===== src/rtl/brq_mem_arbiter.sv =====
// Shares one single-port synchronous memory between the fetch and load/store ports.
// Optional macro ARB_RR_EN selects round-robin arbitration instead of data priority with a starvation limit.
module brq_mem_arbiter #(
  parameter int DataWidth   = 32,
  parameter int AddrWidth   = 15,
  parameter int StarveLimit = 4
) (
  input  logic                   brq_clk,
  input  logic                   brq_rst,
  input  logic                   inst_req,
  input  logic [AddrWidth-1:0]   inst_addr,
  output logic                   inst_gnt,
  output logic                   inst_rvalid,
  output logic [DataWidth-1:0]   inst_rdata,
  input  logic                   data_req,
  input  logic                   data_we,
  input  logic [AddrWidth-1:0]   data_addr,
  input  logic [DataWidth-1:0]   data_wdata,
  input  logic [DataWidth/8-1:0] data_be,
  output logic                   data_gnt,
  output logic                   data_rvalid,
  output logic [DataWidth-1:0]   data_rdata,
  output logic                   mem_en,
  output logic                   mem_we,
  output logic [AddrWidth-1:0]   mem_addr,
  output logic [DataWidth-1:0]   mem_wdata,
  output logic [DataWidth/8-1:0] mem_be,
  input  logic [DataWidth-1:0]   mem_rdata,
  output logic                   arb_stall
);

  localparam int BeW = DataWidth / 8;

  typedef enum logic [1:0] {
    OWN_NONE = 2'd0,
    OWN_INST = 2'd1,
    OWN_DRD  = 2'd2,
    OWN_DWR  = 2'd3
  } owner_e;

  logic   w_prefer_inst;
  logic   w_inst_gnt;
  logic   w_data_gnt;
  owner_e r_owner;
  owner_e w_owner_nxt;

`ifdef ARB_RR_EN
  logic r_last_inst;

  always_ff @(posedge brq_clk or negedge brq_rst) begin
    if (!brq_rst) begin
      r_last_inst <= 1'b1;
    end else if (w_inst_gnt) begin
      r_last_inst <= 1'b1;
    end else if (w_data_gnt) begin
      r_last_inst <= 1'b0;
    end
  end

  assign w_prefer_inst = ~r_last_inst;
`else
  localparam logic [3:0] StarveMax = 4'(StarveLimit);

  logic [3:0] r_starve_cnt;

  // Counts data grants that overtook a waiting fetch; saturates at the limit.
  always_ff @(posedge brq_clk or negedge brq_rst) begin
    if (!brq_rst) begin
      r_starve_cnt <= 4'd0;
    end else if (!inst_req || w_inst_gnt) begin
      r_starve_cnt <= 4'd0;
    end else if (w_data_gnt && (r_starve_cnt != StarveMax)) begin
      r_starve_cnt <= r_starve_cnt + 4'd1;
    end
  end

  assign w_prefer_inst = (r_starve_cnt == StarveMax);
`endif

  // Grants are gated by reset so every output is quiet while it is held.
  assign w_inst_gnt = brq_rst & inst_req & (~data_req | w_prefer_inst);
  assign w_data_gnt = brq_rst & data_req & (~inst_req | ~w_prefer_inst);

  assign inst_gnt  = w_inst_gnt;
  assign data_gnt  = w_data_gnt;
  assign mem_en    = w_inst_gnt | w_data_gnt;
  assign arb_stall = brq_rst & inst_req & ~w_inst_gnt;

  always_comb begin
    mem_we    = 1'b0;
    mem_addr  = '0;
    mem_wdata = '0;
    mem_be    = '0;
    if (w_inst_gnt) begin
      mem_addr = inst_addr;
    end else if (w_data_gnt) begin
      mem_we    = data_we;
      mem_addr  = data_addr;
      mem_wdata = data_wdata;
      mem_be    = data_be[BeW-1:0];
    end
  end

  // Response owner: records who holds the access whose data returns next cycle.
  always_ff @(posedge brq_clk or negedge brq_rst) begin
    if (!brq_rst) begin
      r_owner <= OWN_NONE;
    end else begin
      r_owner <= w_owner_nxt;
    end
  end

  always_comb begin
    w_owner_nxt = OWN_NONE;
    if (w_inst_gnt) begin
      w_owner_nxt = OWN_INST;
    end else if (w_data_gnt) begin
      w_owner_nxt = data_we ? OWN_DWR : OWN_DRD;
    end
  end

  always_comb begin
    inst_rvalid = 1'b0;
    inst_rdata  = '0;
    data_rvalid = 1'b0;
    data_rdata  = '0;
    case (r_owner)
      OWN_INST: begin
        inst_rvalid = 1'b1;
        inst_rdata  = mem_rdata;
      end
      OWN_DRD: begin
        data_rvalid = 1'b1;
        data_rdata  = mem_rdata;
      end
      OWN_DWR: begin
        data_rvalid = 1'b1;
      end
      default: ;
    endcase
  end

endmodule


===== config.mk =====
export PLATFORM = sky130hd
export DESIGN_NAME = brq_mem_arbiter
export DESIGN_NICKNAME = d
export VERILOG_FILES = /design/src/rtl/brq_mem_arbiter.sv
export SDC_FILE = /design/constraint.sdc
export NUM_CORES = 1
export LEC_CHECK = 0
export CAP_MARGIN = 30
export CORE_AREA = 4 4 73 102
export DETAILED_ROUTE_END_ITERATION = 7
export DIE_AREA = 0 0 77 106
export PLACE_DENSITY = 0.83
export REMOVE_ABC_BUFFERS = 1
export SLEW_MARGIN = 0
export SYNTH_ARGS = -nofsm -noshare
export SYNTH_HDL_FRONTEND = slang
export SYNTH_SLANG_ARGS = --single-unit

===== constraint.sdc =====
create_clock -name brq_clk -period 1.9 [get_ports brq_clk]
set_clock_uncertainty 0.2 [all_clocks]
set_input_delay 0.38 -clock brq_clk [delete_from_list [all_inputs] [get_ports brq_clk]]
set_output_delay 0.38 -clock brq_clk [all_outputs]
set_load 0.01 [all_outputs]

==> flow_metrics.env <==
export IMPL_num_antenna_cells=0
export IMPL_globalRouteTotalUtil_pct=20.3
export IMPL_initialDrtViolationCount=23
export IMPL_timing_hold_violations_final=0
export IMPL_grt_util_met2_pct=45.9
export IMPL_fin_cells=499
export IMPL_synth_lib_cells_used_distinct=24
export IMPL_critPathRequiredTime_ns=1.32
export IMPL_grt_antenna_before_repair=0
export IMPL_ys_seq_area_share_pct=12.3
export IMPL_tritoncts="built"
export IMPL_design_die_area_sq_um=8160
export IMPL_status="finished with violations"
export IMPL_cts_max_path_buffers=2
export IMPL_synthToLayoutAreaGrowth_pct=251
export IMPL_initial_core_util_pct=18.7
export IMPL_grt_max_degree=15
export IMPL_biggest_cell_delay_along_the_critical_path_ns=0.38
export IMPL_synth_cells=162
export IMPL_slew_headroom_pct=85.8
export IMPL_final_area_sq_um=4270
export IMPL_routed_wirelength_microns=9220
export IMPL_path_class="register to output port"
export IMPL_dpl_worst_slack_ns=-0.880
export IMPL_post_route_cells_drive_above_1_share_pct=61.4
export IMPL_place_inst=462
export IMPL_die_w_microns=77
export IMPL_power_static_leakage_nw=2.12
export IMPL_failed_checks="setup timing"
export IMPL_grt_pass1_vias=2480
export IMPL_post_synth_instance_area_sq_um=1220
export IMPL_route_vias_total=2280
export IMPL_cp_max_fo=7
export IMPL_fin_crit_sh_pct=126
export IMPL_critical_path_at_ns=1.81
export IMPL_core_area_sq_um=6530
export IMPL_cell_occurring_most_often_along_the_worst_timing_path="buf_12"
export IMPL_yosys_warnings=0
export IMPL_busiest_layer="met2"
export IMPL_globalRouteMet3Util_pct=6.53
export IMPL_power_density_nw_per_um2=277
export IMPL_clock_slew_at_reported_path_ffs_ns=0.04
export IMPL_hp_class="primary input to async pin"
export IMPL_grt_first_pass_wirelength_microns=12900
export IMPL_clk_latency_ns=0.22
export IMPL_layout_nets=532
export IMPL_avgViaCountPerCell=4.57
export IMPL_routed_wire_length_per_instance_microns=18.5
export IMPL_core_rowCount=35
export IMPL_min_tclk_post_route_ns=2.39
export IMPL_max_cap_violations=0
export IMPL_htree_num_levels=1
export IMPL_cts_made_buffers=3
export IMPL_cp_cell_sequence="inv_2, ha_4, nand3b_4, o21ba_4, buf_12, buf_12, a22o_1, buf_2"
export IMPL_synth_seq_cells=6
export IMPL_groute_layer_met1_usage_pct=14.7
export IMPL_setup_worst_path_start_class="register"
export IMPL_post_synth_cell_area_avg_sq_um=7.51
export IMPL_first_pass_detailed_route_iteration_total=4
export IMPL_power_mw=1.18
export IMPL_grt_setup_unrepaired="yes"
export IMPL_io_pins=225
export IMPL_ys_async_sr_fraction_pct=100
export IMPL_timing_setup_tns_ns=-22.13
export IMPL_synth_edf_count=0
export IMPL_cp_end_kind="output port"
export IMPL_finalWeightedCongestion=0.807
export IMPL_clock_sinks=6
export IMPL_global_route_overflow=0
export IMPL_placement_cell_area_sq_um=3620
export IMPL_cts_root_buffer="clkbuf_8"
export IMPL_fin_util_pct=65.4
export IMPL_setup_viol=81
export IMPL_slowest_stage="dfrtp_1"
export IMPL_setup_slack_ns=-0.487
export IMPL_dpl_hpwl_microns=6450
export IMPL_tightestPinTransition_ns=0.210
export IMPL_peak_supply_drop_mv=0.408
export IMPL_fmax_mhz=419
export IMPL_dieHeight_microns=106
export IMPL_placement_io_buffers=224
export IMPL_final_hold_worst_slack_ns=0.115
export IMPL_drc=0
export IMPL_slew_viol_final=0
export IMPL_antenna_violating_nets_post_route=0
export IMPL_postSynth_topFlopCell="dfrtp_1"
-- layout make-up --
type | count | area, sq um
Fill cell | 526 | 2250
Sequential cell | 6 | 150
Inverter | 4 | 15.0
Multi-Input combinational cell | 138 | 1190
Tap cell | 74 | 92.6
Timing Repair Buffer | 274 | 2780
Clock buffer | 3 | 41.3
-- flip-flops by register name, summed over array words and instances (netlist names) --
signal        cells
r_owner           2
r_starve_cnt      4
-- path summary, 6_finish.rpt --
check | startpoint | to | slack (ns) | cells past startpoint
worst max register to register | r_starve_cnt[1] | r_starve_cnt[0] | 0.09 | 8
worst min-delay path | brq_rst | r_starve_cnt[3] | 0.12 | 3
min in group brq_clk | r_starve_cnt[3] | r_starve_cnt[3] | 0.40 | 2
max in group asynchronous | brq_rst | r_starve_cnt[2] | 1.27 | 3
worst max-delay path | r_starve_cnt[1] | mem_addr[2] | -0.49 | 8
worst min register to register | r_starve_cnt[3] | r_starve_cnt[3] | 0.40 | 2
-- worst max-delay path: cells and delay by family (launching register included) --
kind / cells / cell delay (ns)
fa+ha+maj: 1 / 0.14
simple gates: 1 / 0.10
compound gates: 2 / 0.47
flops: 1 / 0.38
buf+inv: 4 / 0.49
-- routing by layer --
metal	wire length [microns]	share of wire (%)
met5	0	0
met4	312	3.4
met3	873	9.5
met2	5510	60
met1	2520	27
-- report_power, final --
group | switching (mW) | leakage [nW] | total [mW] | internal (mW)
sequential | 0.00341 | 0.0810 | 0.136 | 0.133
combinational | 0.293 | 2.01 | 0.861 | 0.567
clock | 0.0507 | 0.0216 | 0.186 | 0.136
total | 0.347 | 2.12 | 1.18 | 0.836
-- synthesized netlist by cell type (all sizes together) (2+ instances only) --
| cell type | instances | area share (%) |
|---|---|---|
| and2 | 101 | 52 |
| a22o | 17 | 12 |
| buf | 7 | 6.2 |
| clkbuf | 7 | 2.2 |
| dfrtp | 6 | 12 |
| inv | 4 | 1.2 |
| ha | 2 | 2.1 |
| nand2 | 2 | 0.62 |
| nor2b | 2 | 1.0 |
| o21ba | 2 | 1.6 |
-- placed cells by master, fill, tap and decap left out, drive strengths merged --
master	synthesis	final
buf	7	169
and2	101	101
clkdlybuf4s50	0	99
a22o	17	17
dfrtp	6	6
clkbuf	7	4
inv	4	4
dlygate4sd2	0	3
nor2b	2	2
clkdlybuf4s15	0	2
nand2	2	2
o21ba	2	2
ha	2	2
nand3b	1	1
a21oi	1	1
a21o	1	1
o21a	1	1
nor3b	1	1
nand4	1	1
or4	1	1
o21ai	1	1
a211oi	1	1
xor2	1	1
nor2	1	1
mux2	1	1
-- cells by family after synthesis --
kind of cell / count (synthesis) / synth area share, %
muxes: 1 / 0.925
AOI/OAI and AO/OA: 24 / 17.9
buffers and inverters: 18 / 9.56
xor gates and xnor gates: 1 / 0.720
DFF: 6 / 12.3
adders and majority gates: 2 / 2.06
and+or+nand+nor: 110 / 56.5
-- repair_timing --
item / in CTS / in global routing
setup buffers: 26 / 11
endpoints found under the setup margin: 122 / 119
pin swaps: 40 / 30
cloned: 11 / 1
resized for setup: 599 / 105
hold buffers: 0 / 0
hold endpoints to repair: 0 / 0
Power figures use the tool's default switching activity.
